**config.mk**
```make
export PLATFORM = sky130hd
export DESIGN_NAME = panel_bus_master
export DESIGN_NICKNAME = d
export VERILOG_FILES = /design/src/rtl/panel_bus_master.sv
export SDC_FILE = /design/constraint.sdc
export NUM_CORES = 1
export LEC_CHECK = 0
export ABC_AREA = 1
export ABC_CLOCK_PERIOD_IN_PS = 1900
export BUFFER_PORTS_ARGS = -buffer_cell sky130_fd_sc_hd__buf_2
export CORE_MARGIN = 5
export CORE_UTILIZATION = 48
export DETAILED_ROUTE_END_ITERATION = 10
export HOLD_SLACK_MARGIN = 0.12
export PLACE_DENSITY = 0.81
export SLEW_MARGIN = 10
export SYNTH_ARGS = -nofsm -noshare
export SYNTH_HDL_FRONTEND = slang
export SYNTH_SLANG_ARGS = --single-unit
```
**constraint.sdc**
```tcl
create_clock -name clk -period 1.9 [get_ports clk]
set_clock_uncertainty 0.05 [all_clocks]
set_input_delay 0.38 -clock clk [delete_from_list [all_inputs] [get_ports clk]]
set_output_delay 0.38 -clock clk [all_outputs]
set_load 0.01 [all_outputs]
```
**src/rtl/panel_bus_master.sv**
```systemverilog
// Front-panel bus initiator: takes the bus from the CPU via hold/hlda and runs one
// EXAMINE or DEPOSIT memory cycle with CPU-compatible sync/status, rd and wr_n timing.
module panel_bus_master #(
    parameter int ADDR_WIDTH = 16,
    parameter int DATA_WIDTH = 8
) (
    input  logic                  clk,
    input  logic                  reset,
    input  logic                  ce,
    input  logic                  cmd_valid,
    output logic                  cmd_ready,
    input  logic [1:0]            cmd_op,
    input  logic [ADDR_WIDTH-1:0] cmd_addr,
    input  logic [DATA_WIDTH-1:0] cmd_data,
    output logic                  rsp_valid,
    output logic [DATA_WIDTH-1:0] rsp_data,
    output logic                  rsp_err,
    output logic [ADDR_WIDTH-1:0] cur_addr,
    output logic                  hold,
    input  logic                  hlda,
    output logic                  bus_own,
    output logic [ADDR_WIDTH-1:0] addr,
    output logic [DATA_WIDTH-1:0] odata,
    output logic                  sync,
    output logic                  rd,
    output logic                  wr_n,
    input  logic [DATA_WIDTH-1:0] idata
);

    typedef enum logic [2:0] {
        S_IDLE, S_REQ, S_SYNC, S_ACCESS, S_DONE, S_ABORT, S_RELEASE
    } state_t;

    // MEMR | WO_n: the sysctl latch decodes this as a memory read cycle
    localparam logic [DATA_WIDTH-1:0] STATUS_RD = DATA_WIDTH'(8'h82);
    localparam logic [DATA_WIDTH-1:0] STATUS_WR = '0;

    state_t                state, state_nxt;
    logic                  op_wr;
    logic [DATA_WIDTH-1:0] wdata;
    logic                  accept;

    assign accept = cmd_valid && cmd_ready;

    always_ff @(posedge clk) begin
        if (!reset) begin
            state    <= S_IDLE;
            op_wr    <= 1'b0;
            wdata    <= '0;
            cur_addr <= '0;
            rsp_data <= '0;
        end else begin
            state <= state_nxt;
            if (accept) begin
                op_wr    <= cmd_op[1];
                wdata    <= cmd_data;
                cur_addr <= cmd_op[0] ? cur_addr + ADDR_WIDTH'(1) : cmd_addr;
            end
            // Only a completed access updates rsp_data; an aborted one leaves it alone
            if (state == S_ACCESS && ce && hlda)
                rsp_data <= op_wr ? wdata : idata;
        end
    end

    always_comb begin
        state_nxt = state;
        cmd_ready = 1'b0;
        hold      = 1'b0;
        bus_own   = 1'b0;
        addr      = '0;
        odata     = '0;
        sync      = 1'b0;
        rd        = 1'b0;
        wr_n      = 1'b1;
        rsp_valid = 1'b0;
        rsp_err   = 1'b0;
        case (state)
            S_IDLE: begin
                cmd_ready = 1'b1;
                if (cmd_valid) state_nxt = S_REQ;
            end
            S_REQ: begin
                hold = 1'b1;
                if (hlda) state_nxt = S_SYNC;
            end
            S_SYNC: begin
                hold    = 1'b1;
                bus_own = 1'b1;
                sync    = 1'b1;
                addr    = cur_addr;
                odata   = op_wr ? STATUS_WR : STATUS_RD;
                if (!hlda)   state_nxt = S_ABORT;
                else if (ce) state_nxt = S_ACCESS;
            end
            S_ACCESS: begin
                hold    = 1'b1;
                bus_own = 1'b1;
                addr    = cur_addr;
                if (op_wr) begin
                    wr_n  = 1'b0;
                    odata = wdata;
                end else begin
                    rd = 1'b1;
                end
                if (!hlda)   state_nxt = S_ABORT;
                else if (ce) state_nxt = S_DONE;
            end
            S_DONE: begin
                hold      = 1'b1;
                rsp_valid = 1'b1;
                state_nxt = S_RELEASE;
            end
            S_ABORT: begin
                hold      = 1'b1;
                rsp_valid = 1'b1;
                rsp_err   = 1'b1;
                state_nxt = S_RELEASE;
            end
            S_RELEASE: begin
                if (!hlda) state_nxt = S_IDLE;
            end
            default: state_nxt = S_IDLE;
        endcase
    end

endmodule
```
After elaboration in Yosys (flattened, before gate mapping):

Index checks and enable logic that the tools add are counted.

* mux-type cells: 23
* add/sub/neg operators: 1
* reduce and logical (&&, ||, !) cells: 8
* eq/ne operators: 11

Operators with widths (number)
* 2-to-1 mux 16 bit: 2
* 2-to-1 mux 8 bit: 3
* 2-to-1 mux 3 bit: 7
* one-hot mux 3 bit (6 select lines): 1
* adder 16 x 1 -> 16 bit, second input constant: 1
* one-hot mux 8 bit (2 select lines): 1
* == test 3 bit, second input constant: 3
* 2-to-1 mux 1 bit: 9
* == test 3 x 2 -> 1 bit, second input constant: 2
* != test 2 bit, second input constant: 3
* != test 3 bit, second input constant: 2
* AND reduction 5 bit: 1
* OR reduction 5 bit: 1
* OR reduction 2 bit: 2
* == test 3 x 1 -> 1 bit, second input constant: 1
* logical AND 1 bit: 3
* logical NOT 3 bit: 1

* bits in registers: 36
* output and inout port bits: 56
* input bits: 39

Logic depth before layout (Yosys ltp):

Gate-level depths: netlist of run 1.

* depth after elaboration: 3
* gate-level depth with buffers: 10
* depth with buffers taken out: 10

Worst setup path after synthesis of run 1:

Ideal clock, no wire load.

* kind: reg-to-output
* from: register state[1]
* to: output addr[10]
* setup slack: 0.409 ns
* buffers on the path: 1
* arrival time: 1.061 ns
* cell stages (with the launch flop): 6
* path through: dfxtp_1 > inv_2 > nor2_4 > inv_2 > clkbuf_1 > nor2_1

* longest elaborated chain between the ends: 3

RTL lines
* start, declared: RTL line 38 `state_t state, state_nxt;`
* start signal, assigned: RTL line 53 `state <= state_nxt;`
* == test 3 x 2 -> 1 bit: RTL line 77 `case (state)`
* OR reduction 2 bit (no source line) *
* 2-to-1 mux 16 bit *: RTL line 77
* end, declared: RTL line 22 `output logic [ADDR_WIDTH-1:0] addr,`

Mark *: on every way between the ends. The rest lies on a longest branch, timed or not.

Worst setup path after layout of run 1:

* from: register state[1]
* to: output odata[7]

* longest elaborated chain between the ends: 2

RTL lines
* == test 3 x 2 -> 1 bit: RTL line 77
* one-hot mux 8 bit (2 select lines) *: RTL line 77
* end, declared: RTL line 23 `output logic [DATA_WIDTH-1:0] odata,`

Marked as above.

==> results of run 1 <==
## per-stage QoR
step | hold slack, ns | util, % | total power [mW]
global route | 0.277 | 62.7 | 2.87
finish | 0.289 | 62.7 | 2.68
floorplan | 0.393 | - | 1.78
detailed placement | 0.406 | 60.0 | 2.03
global placement | 0.404 | 60.0 | 2.00
CTS | 0.284 | 62.5 | 2.68
## kinds of logic after synthesis
group	after synthesis	synth area share [%]
AND/OR/NAND/NOR	183	34.8
AO/OA/AOI/OAI	77	21.1
buffers and inverters	48	10.9
flip-flops	36	32.7
adder cells (fa/ha/maj)	1	0.568
## layer usage
metal  track usage (%)  vias up
li1                  -     1303
met1              25.4     1131
met2              36.8       87
met3              4.86        4
met4              5.84        0
met5                 0        -
## worst max path at each step
stage                   end  cells after the start         from  slack [ns]
2_1_floorplan      addr[10]                      5     state[1]        0.41
3_3_place_gp       odata[1]                      5     state[1]        0.37
3_5_place_dp   cur_addr[10]                     10  cur_addr[1]        0.30
4_1_cts            odata[7]                      5     state[1]        0.05
5_1_grt            odata[7]                      4     state[2]       0.001
6_report           odata[7]                      5     state[1]        0.12
## Yosys cell counts, types with 3 or more instances
| cell | number | area, um2 |
|---|---|---|
| o21ai_0 | 27 | 135 |
| nand4_1 | 3 | 18.8 |
| a21oi_2 | 4 | 35.0 |
| nor2_1 | 59 | 221 |
| nand2_1 | 96 | 360 |
| buf_6 | 3 | 33.8 |
| buf_2 | 3 | 15.0 |
| a21oi_1 | 25 | 125 |
| dfxtp_1 | 36 | 721 |
| inv_2 | 3 | 11.3 |
| inv_1 | 27 | 101 |
| a31oi_1 | 7 | 43.8 |
| clkbuf_1 | 4 | 15.0 |
| o21ai_2 | 5 | 43.8 |
| nand3_1 | 14 | 70.1 |
## cell type report
cell class	count	area (um2)	share of cell area, %
clock buffers	6	72.6	2.62
inverters	34	139	5.02
well taps	52	65.1	2.35
clock inverters	2	35.0	1.27
repair buffers	96	485	17.5
flip-flops and latches	36	722	26.1
multi-input cells	261	1250	45.1
## cells in the final DEF, fill, tap and decap left out
cell / netlist / routed
o21ai_1: 1 / 1
o21ai_0: 27 / 27
o21a_1: 1 / 1
clkbuf_1: 4 / 1
dfxtp_2: 0 / 1
nand3_2: 1 / 1
inv_6: 1 / 1
a21oi_4: 1 / 1
inv_2: 3 / 2
nand3b_1: 1 / 1
nor2_4: 1 / 1
nand3_1: 14 / 14
nor2_2: 2 / 2
o21ai_2: 5 / 5
o31ai_1: 2 / 2
bufinv_16: 0 / 1
buf_4: 1 / 2
clkinv_1: 1 / 1
a21oi_1: 25 / 25
clkinv_2: 1 / 2
inv_4: 1 / 2
clkbuf_8: 0 / 5
nand2_2: 2 / 1
a31oi_2: 2 / 2
or2_2: 1 / 1
nor3_1: 1 / 1
nor2_1: 59 / 59
o22ai_1: 2 / 2
nand2_4: 0 / 1
nand2_1: 96 / 96
a21oi_2: 4 / 4
buf_2: 3 / 94
nor3_2: 1 / 1
inv_1: 27 / 27
nand2_8: 1 / 1
a31oi_1: 7 / 7
ha_1: 1 / 1
dfxtp_1: 36 / 35
nand4_1: 3 / 3
## report_power, final
part	switching [mW]	total, mW	internal (mW)
Sequential	0.153	1.03	0.873
Clock	0.271	0.660	0.389
Combinational	0.649	0.996	0.346
Total	1.07	2.68	1.61
## tightest hold or removal path, delay by kind of cell
family / cells / cell delay [ns]
compound gates: 1 / 0.05
buf+inv: 1 / 0.09
simple gates: 1 / 0.05
## state kept, by name, summed over array words and instances (netlist names)
name	count
cur_addr	16
rsp_data	8
wdata	8
state	3
op_wr	1
==> reports/results.ini, run 1 <==
[worst_setup_path]
timing.critical_path.buf_inv=2
cpPeakStageDelay_ns=0.38
cp.required_ns=1.47
rr_startpoint=cur_addr[1]
cp.arrival_ns=1.35
critical-path-slowest-cell=dfxtp_2
regToRegEndpoint=cur_addr[12]
crit_type=reg -> out
cp_top_family=flip-flops
worstPathCellList=inv_2 -> nor2_4 -> nand2_1 -> o22ai_1 -> buf_2
start_kind=flip-flop
worstSetupEndpointType=primary output
r2r_slack_ns=0.22
r2r_cells=8
worstPathMaxFanout=6

[worst_hold_path]
min_from=cmd_data[5]
hold_depth=3
hold_path_class=in -> reg
hold_end=wdata[5]

[route]
wl_um=6300
wire_per_inst_um=12.9
drt-initial-drc-count=188
viasPerCell=5.18
vias=2525
ant_nets=0
dr_wl_met3_um=445
wl_met2_um=3200
first_pass_iters=5
maxUsedRoutingLayer=met4
met1_length_um=2590
drc=0

[floorplanning]
io-pin-count=95
core_area_um2=4410
die_w_um=77.7
die-area_um2=6040
rows=24
fp.dieH_um=77.7
initial_core_util_pct=49.9

[global_route]
antenna_found_initial=0
grt_max_degree=29
grt_pass1_vias=2402
overflow=0
grt_pass1_wl_um=10600
grtUsageTotal_pct=21.0

[timing]
fmax_ghz=0.563
slew_headroom_pct=49.5
fin_crit_ns=1.78
rsz0062_at_grt=false
tightest_slew_ns=0.757
hold_viol=0
tns_ns=0
fin_ws_ns=0.123
fin_crit_sh_pct=93.5
setup_violations=0
slew_violations=0

[layout]
layout.cells.non_filler=487
stdcell_area_um2=2770
fillers=457
diodes=0
area_growth_pct=25.6
layout.nets=474
layout-drive-gt1-share_pct=30.1

[logic_synthesis]
syn_area_um2=2200
yosys.cell_types.count=39
synthFlopType=dfxtp_1
syn-num-nets=385
async_flop_share_pct=0
ys_seq_elements=36
synth_edf_count=0
ys_warn_count=0
synthCells=345
syn_area_per_cell_um2=6.38
synth_seq_area_share_pct=32.7

[clock_tree]
numClockSinks=36
clk_latency_ns=0.28
htree_levels=2
cts_tree=done
cts.clk_slew.worst_paths_ns=0.07
cts_resized=0
postCtsSetupRepairBufs=0
numCtsBuffers=5
hold_buffers=0
cts_max_path_buffers=2
cts-root-buf=clkbuf_8

[placed_design]
port_buffers=94
placed_area_um2=2650
dp_cells=479
gp_congestion=0.952
post-place-ws_ns=0.303
dp_hpwl_um=4760

[power]
p_leak_nw=1.29
peakVddDrop_v=0.000569
p_per_area_nw_per_um2=969

[job]
cap_violations=0

[status]
status=complete, no violations

No activity file was read; power rests on OpenSTA's default activity.
==> run 2: changes to the inputs <==
--- a/config.mk
+++ b/config.mk
@@ -7,5 +7,5 @@
 export LEC_CHECK = 0
 export ABC_AREA = 1
-export ABC_CLOCK_PERIOD_IN_PS = 1900
+export ABC_CLOCK_PERIOD_IN_PS = 1700
 export BUFFER_PORTS_ARGS = -buffer_cell sky130_fd_sc_hd__buf_2
 export CORE_MARGIN = 5
==> constraint.sdc (replaced) <==
create_clock -name clk -period 1.7 [get_ports clk]
set_clock_uncertainty 0.05 [all_clocks]
set_input_delay 0.34 -clock clk [delete_from_list [all_inputs] [get_ports clk]]
set_output_delay 0.34 -clock clk [all_outputs]
set_load 0.005 [all_outputs]
==> run 2 against run 1 <==
The flow now finishes with violations (setup timing). Total power is 8.6% higher. Via count is 3.4% higher. Sequential power is 12% higher. Utilization is 0.91 points higher. Die area stayed put. Cell count is 0.82% higher.
==> reports/results.ini, run 2 (synthesis results as in run 1) <==
[layout]
diodes=0  ; unchanged
layout_common_cells=nand2_1 (95), buf_2 (94), nor2_1 (57), dfxtp_1 (31)
final_common_cell=nand2_1
area_growth_pct=27.4
layout.nets=478  ; +0.84%
stdcell_area_um2=2810  ; +1.4%
layout-drive-gt1-share_pct=32.6  ; +2.5 points
regMostFlops=cur_addr
largestRegisters=cur_addr: 16 flops, rsp_data: 8 flops, wdata: 8 flops
largest_reg_flops=16  ; unchanged

[status]
violations=setup timing
status=finished with violations

[clock_tree]
htree_levels=2  ; unchanged
numClockSinks=36  ; unchanged
numCtsBuffers=5  ; unchanged
clk_latency_ns=0.29  ; about the same
cts_max_path_buffers=2  ; unchanged
hold_buffers=0  ; unchanged
cts-root-buf=clkbuf_8
cts_tree=done
cts.clk_slew.worst_paths_ns=0.07  ; about the same

[worst_setup_path]
crit_type=reg -> out
regToRegEndpoint=rsp_data[0]
cp.arrival_ns=1.33  ; -0.02 ns
r2r_slack_ns=0.16  ; -0.06 ns
r2r_cells=7  ; -1
worstSetupEndpointType=primary output
worstPathMaxFanout=7  ; +1
rr_startpoint=state[2]
cp.required_ns=1.31  ; -0.16 ns
start_kind=flip-flop

[worst_hold_path]
hold_depth=3  ; unchanged
hold_end=wdata[6]
min_from=cmd_data[6]
hold_path_class=in -> reg

[global_route]
grt_pass1_wl_um=10300  ; -2.5%
grt_pass1_vias=2355  ; -2.0%
overflow=0  ; unchanged
grt_max_degree=29  ; unchanged
antenna_found_initial=0  ; unchanged
grtUsageTotal_pct=20.4  ; -0.55 points

[floorplanning]
core_area_um2=4410  ; unchanged
initial_core_util_pct=49.9  ; unchanged
rows=24  ; unchanged
die-area_um2=6040  ; unchanged
fp.dieH_um=77.7  ; unchanged
die_w_um=77.7  ; unchanged
io-pin-count=95  ; unchanged

[placed_design]
port_buffers=94  ; unchanged
post-place-ws_ns=0.160  ; -0.143 ns
dp_hpwl_um=4840  ; +1.6%
gp_congestion=0.920  ; -3.4%
placed_area_um2=2670  ; +0.57%

[timing]
rsz0062_at_grt=true
hold_ws_ns=0.248  ; -0.0414 ns
fmax_ghz=0.581
tightest_slew_ns=0.762  ; +0.00527 ns
hold_viol=0  ; unchanged
slew_violations=0  ; unchanged
fin_ws_ns=-0.0202  ; -0.143 ns
setup_violations=2  ; +2
slew_headroom_pct=49.1  ; -0.35 points
fin_crit_sh_pct=101
fin_crit_ns=1.72

[route]
first_pass_iters=5  ; unchanged
drt-initial-drc-count=182  ; -3.2%
vias=2611  ; +3.4%
wire_per_inst_um=13.6  ; +4.9%
drc=0  ; unchanged
ant_nets=0  ; unchanged
wl_um=6670  ; +5.7%
viasPerCell=5.32  ; +2.6%

[power]
peakVddDrop_v=0.000687  ; +21%
fin_total_pwr_mw=2.91  ; +8.6%
p_leak_nw=1.30  ; +0.73%
p_per_area_nw_per_um2=1040  ; +7.0%

[job]
cap_violations=0  ; unchanged

==> run 2: changes by cell type in the layout (fill, tap and decap cells not counted), sizes merged <==
cell,change
clkbuf,+2
nand2,+1
clkinv,-1
bufinv,-1
buf,+3
==> run 2: layout make-up <==
type	instances	area, um2
Clock buffer	8	90.1
Fill cell	415	1610
Inverter	34	141
Multi-Input combinational cell	262	1270
Sequential cell	36	732
Tap cell	52	65.1
Timing Repair Buffer	99	508
==> run 2: worst max-delay path, stage by stage (launching register included) <==
cell and delay (ns):
dfxtp_4 0.38, nor2_4 0.24, nand2_2 0.12, o22ai_1 0.17
buf_2 0.14
==> run 2: layer usage <==
layer / wire, um / global-route usage, % / vias to the layer above / part of all wire (%)
met5: 0 / 0 / - / 0
met4: 199 / 8.25 / 0 / 3.0
met3: 430 / 4.51 / 17 / 6.5
met2: 3280 / 34.5 / 105 / 49
met1: 2760 / 25.0 / 1187 / 41
li1: - / - / 1302 / -
==> run 2: worst max-delay path by stage <==
stage,start,to,cells past startpoint
CTS,state[1],odata[7],5
global route,state[2],odata[7],4
global placement,state[2],cur_addr[4],8
floorplan,cur_addr[1],cur_addr[10],10
detailed placement,cur_addr[0],cur_addr[10],10
finish,state[2],odata[1],4
==> run 2: per-stage QoR <==
step / setup TNS [ns] / instances / util [%]
4_1_cts: -0.00289 / 489 / 62.8
6_report: -0.0221 / 491 / 63.6
5_1_grt: -0.573 / 491 / 63.6
3_3_place_gp: 0 / 481 / 60.4
3_5_place_dp: 0 / 481 / 60.4
2_1_floorplan: 0 / 345 / -
==> run 2: report_power, final <==
| group | internal, mW | total (mW) | switching (mW) |
|---|---|---|---|
| registers | 0.985 | 1.15 | 0.169 |
| clock network | 0.331 | 0.628 | 0.298 |
| logic | 0.413 | 1.13 | 0.716 |
==> run 2: what timing repair did <==
| item | CTS | global route |
|---|---|---|
| buffers inserted | 0 | 1 |
| endpoints found under the setup margin | 27 | 20 |
| hold endpoints to repair | 0 | 0 |
| resized for setup | 6 | 9 |
| cloned | 0 | 1 |
==> run 3: changes to the inputs <==
==> constraint.sdc (replaced) <==
create_clock -name clk -period 1.7 [get_ports clk]
set_clock_uncertainty 0.05 [all_clocks]
set_input_delay 0.085 -clock clk [delete_from_list [all_inputs] [get_ports clk]]
set_output_delay 0.085 -clock clk [all_outputs]
set_load 0.005 [all_outputs]
==> run 3 against run 2 <==
The run now ends clean. Sequential power about the same. Worst hold slack worse by 0.12 ns. Total power down 0.39%. Wire length up 1.9%. Via count up 0.69%. First-iteration DRC count up 8.2%. Sequential cell count unchanged. Final area up 7.4%. Sequential share of layout area down 2.1 points. Critical path type is now reg -> reg. Critical endpoint is now cur_addr[10]. Highest routed layer unchanged.
==> reports/results.ini, run 3 (synthesis results as in run 1) <==
[worst_setup_path]
worstPathMaxFanout=5  ; -2
cp.arrival_ns=1.67  ; +0.34 ns
cpPeakStageDelay_ns=0.36  ; -0.02 ns
crit_path_frequent_cell=nand2_1
start_kind=flip-flop
worstSetupEndpointType=flip-flop
cp_top_family=simple AND/OR/NAND/NOR gates
worstPathCellList=ha_2 -> nand2_1 -> nor2_1 -> nand2_1 -> nor2_1 -> nand3_1 -> o21ai_0 -> nand2_1 -> nand2_1 -> nor2_1
cp.required_ns=1.83  ; +0.52 ns
crit_type=reg -> reg
critical-path-slowest-cell=dfxtp_2
timing.critical_path.buf_inv=0  ; -1

[floorplanning]
initial_core_util_pct=49.9  ; unchanged
rows=24  ; unchanged
die-area_um2=6040  ; unchanged
core_area_um2=4410  ; unchanged
fp.dieH_um=77.7  ; unchanged
io-pin-count=95  ; unchanged
die_w_um=77.7  ; unchanged

[route]
wl_um=6790  ; +1.9%
drc=0  ; unchanged
wire_per_inst_um=13.2  ; -2.7%
viasPerCell=5.11  ; -3.8%
vias=2629  ; +0.69%
first_pass_iters=4  ; -1
drt-initial-drc-count=197  ; +8.2%
ant_nets=0  ; unchanged

[clock_tree]
numClockSinks=36  ; unchanged
htree_levels=2  ; unchanged
postCtsSetupRepairBufs=0  ; unchanged
cts_max_path_buffers=2  ; unchanged
clk_latency_ns=0.29  ; about the same
cts_tree=done
cts-root-buf=clkbuf_8
cts.clk_slew.worst_paths_ns=0.07  ; about the same
numCtsBuffers=5  ; unchanged

[global_route]
antenna_found_initial=0  ; unchanged
grt_pass1_wl_um=11100  ; +7.4%
overflow=0  ; unchanged
grt_max_degree=29  ; unchanged
grt_pass1_vias=2474  ; +5.1%
grtUsageTotal_pct=22.2  ; +1.8 points

[worst_hold_path]
hold_path_class=in -> reg

[timing]
rsz0062_at_grt=false
tightest_slew_ns=0.473  ; -0.289 ns
slew_violations=0  ; unchanged
fin_crit_ns=1.54  ; -0.178 ns
setup_violations=0  ; -2
hold_viol=0  ; unchanged
tns_ns=0  ; +0.0221 ns
fin_crit_sh_pct=90.7  ; -10 points
slew_headroom_pct=68.5  ; +19 points
fmax_ghz=0.649  ; +12%

[layout]
layout.cells.non_filler=514  ; +4.7%
fillers=396  ; -4.6%
largestRegisters=cur_addr: 16 flops, rsp_data: 8 flops, wdata: 8 flops
regMostFlops=cur_addr
layout-drive-gt1-share_pct=29.4  ; -3.1 points
area_growth_pct=36.8
layout_common_cells=nand2_1 (96), buf_2 (94), nor2_1 (59), dfxtp_1 (34), inv_1 (27)
stdcell_area_um2=3010  ; +7.4%
final_common_cell=nand2_1
layout.nets=501  ; +4.8%
diodes=0  ; unchanged
largest_reg_flops=16  ; unchanged

[placed_design]
placed_area_um2=2670  ; unchanged
gp_congestion=0.892  ; -3.1%
port_buffers=94  ; unchanged
dp_hpwl_um=4750  ; -1.8%
dp_cells=481  ; unchanged

[power]
peakVddDrop_v=0.000685  ; -0.39%
fin_total_pwr_mw=2.90  ; -0.39%
p_per_area_nw_per_um2=963  ; -7.2%
p_leak_nw=1.39  ; +6.7%

[job]
cap_violations=0  ; unchanged

[status]
status=complete, no violations

==> run 3: cell types whose count changed in the layout (fill, tap and decap cells not counted), sizes merged <==
cell,delta
nand2,-1
clkbuf,-2
dlygate4sd3,+25
buf,-1
clkinv,+2
==> run 3: area by class of cell <==
| class | instances | area [um2] | area share, % |
|---|---|---|---|
| well taps | 52 | 65.1 | 2.16 |
| clock buffers | 6 | 82.6 | 2.74 |
| multi-input cells | 261 | 1240 | 41.3 |
| inverters | 34 | 136 | 4.53 |
| clock inverters | 2 | 10.0 | 0.332 |
| flip-flops and latches | 36 | 723 | 24.0 |
| repair buffers | 123 | 751 | 24.9 |
==> run 3: layer usage <==
metal	share of wire (%)	routed length (um)	GRT usage [%]	vias to the layer above
met2	51	3490	38.6	91
li1	-	-	-	1350
met5	0	0	0	-
met4	2.3	156	9.28	0
met1	40	2750	26.1	1173
met3	5.9	398	4.86	15
==> run 3: final timing paths <==
path                     from            to  slack [ns]  cells past startpoint
setup reg to reg  cur_addr[0]  cur_addr[10]        0.16                     10
setup / recovery  cur_addr[0]  cur_addr[10]        0.16                     10
hold / removal    cmd_addr[9]   cur_addr[9]        0.13                      5
hold reg to reg      wdata[7]      wdata[7]        0.42                      2
==> run 3: metrics by stage <==
stage / setup WS (ns) / utilization (%) / hold WS (ns)
after floorplan: 0.268 / - / 0.146
after global placement: 0.232 / 60.4 / 0.286
after detailed placement: 0.158 / 60.4 / 0.292
after CTS: 0.142 / 68.1 / 0.122
after global routing: 0.0297 / 68.3 / 0.141
final: 0.158 / 68.3 / 0.126
==> run 3: report_power, final <==
group	internal, mW	switching, mW
clock network	0.324	0.317
registers	0.977	0.150
logic	0.438	0.695
total	1.74	1.16
==> run 3: worst register-to-register path: cells and delay by family, from the launching register on <==
kind                       cells  cell delay (ns)
AOI/OAI and AO/OA              1             0.08
adders and majority gates      1             0.21
DFF                            1             0.36
and+or+nand+nor                8             0.74
==> run 3: repair_timing <==
item / 4_1_cts / 5_1_grt
resized for setup: 0 / 4
hold buffers: 25 / 0
setup endpoints to repair: 0 / 6
hold endpoints to repair: 23 / 0
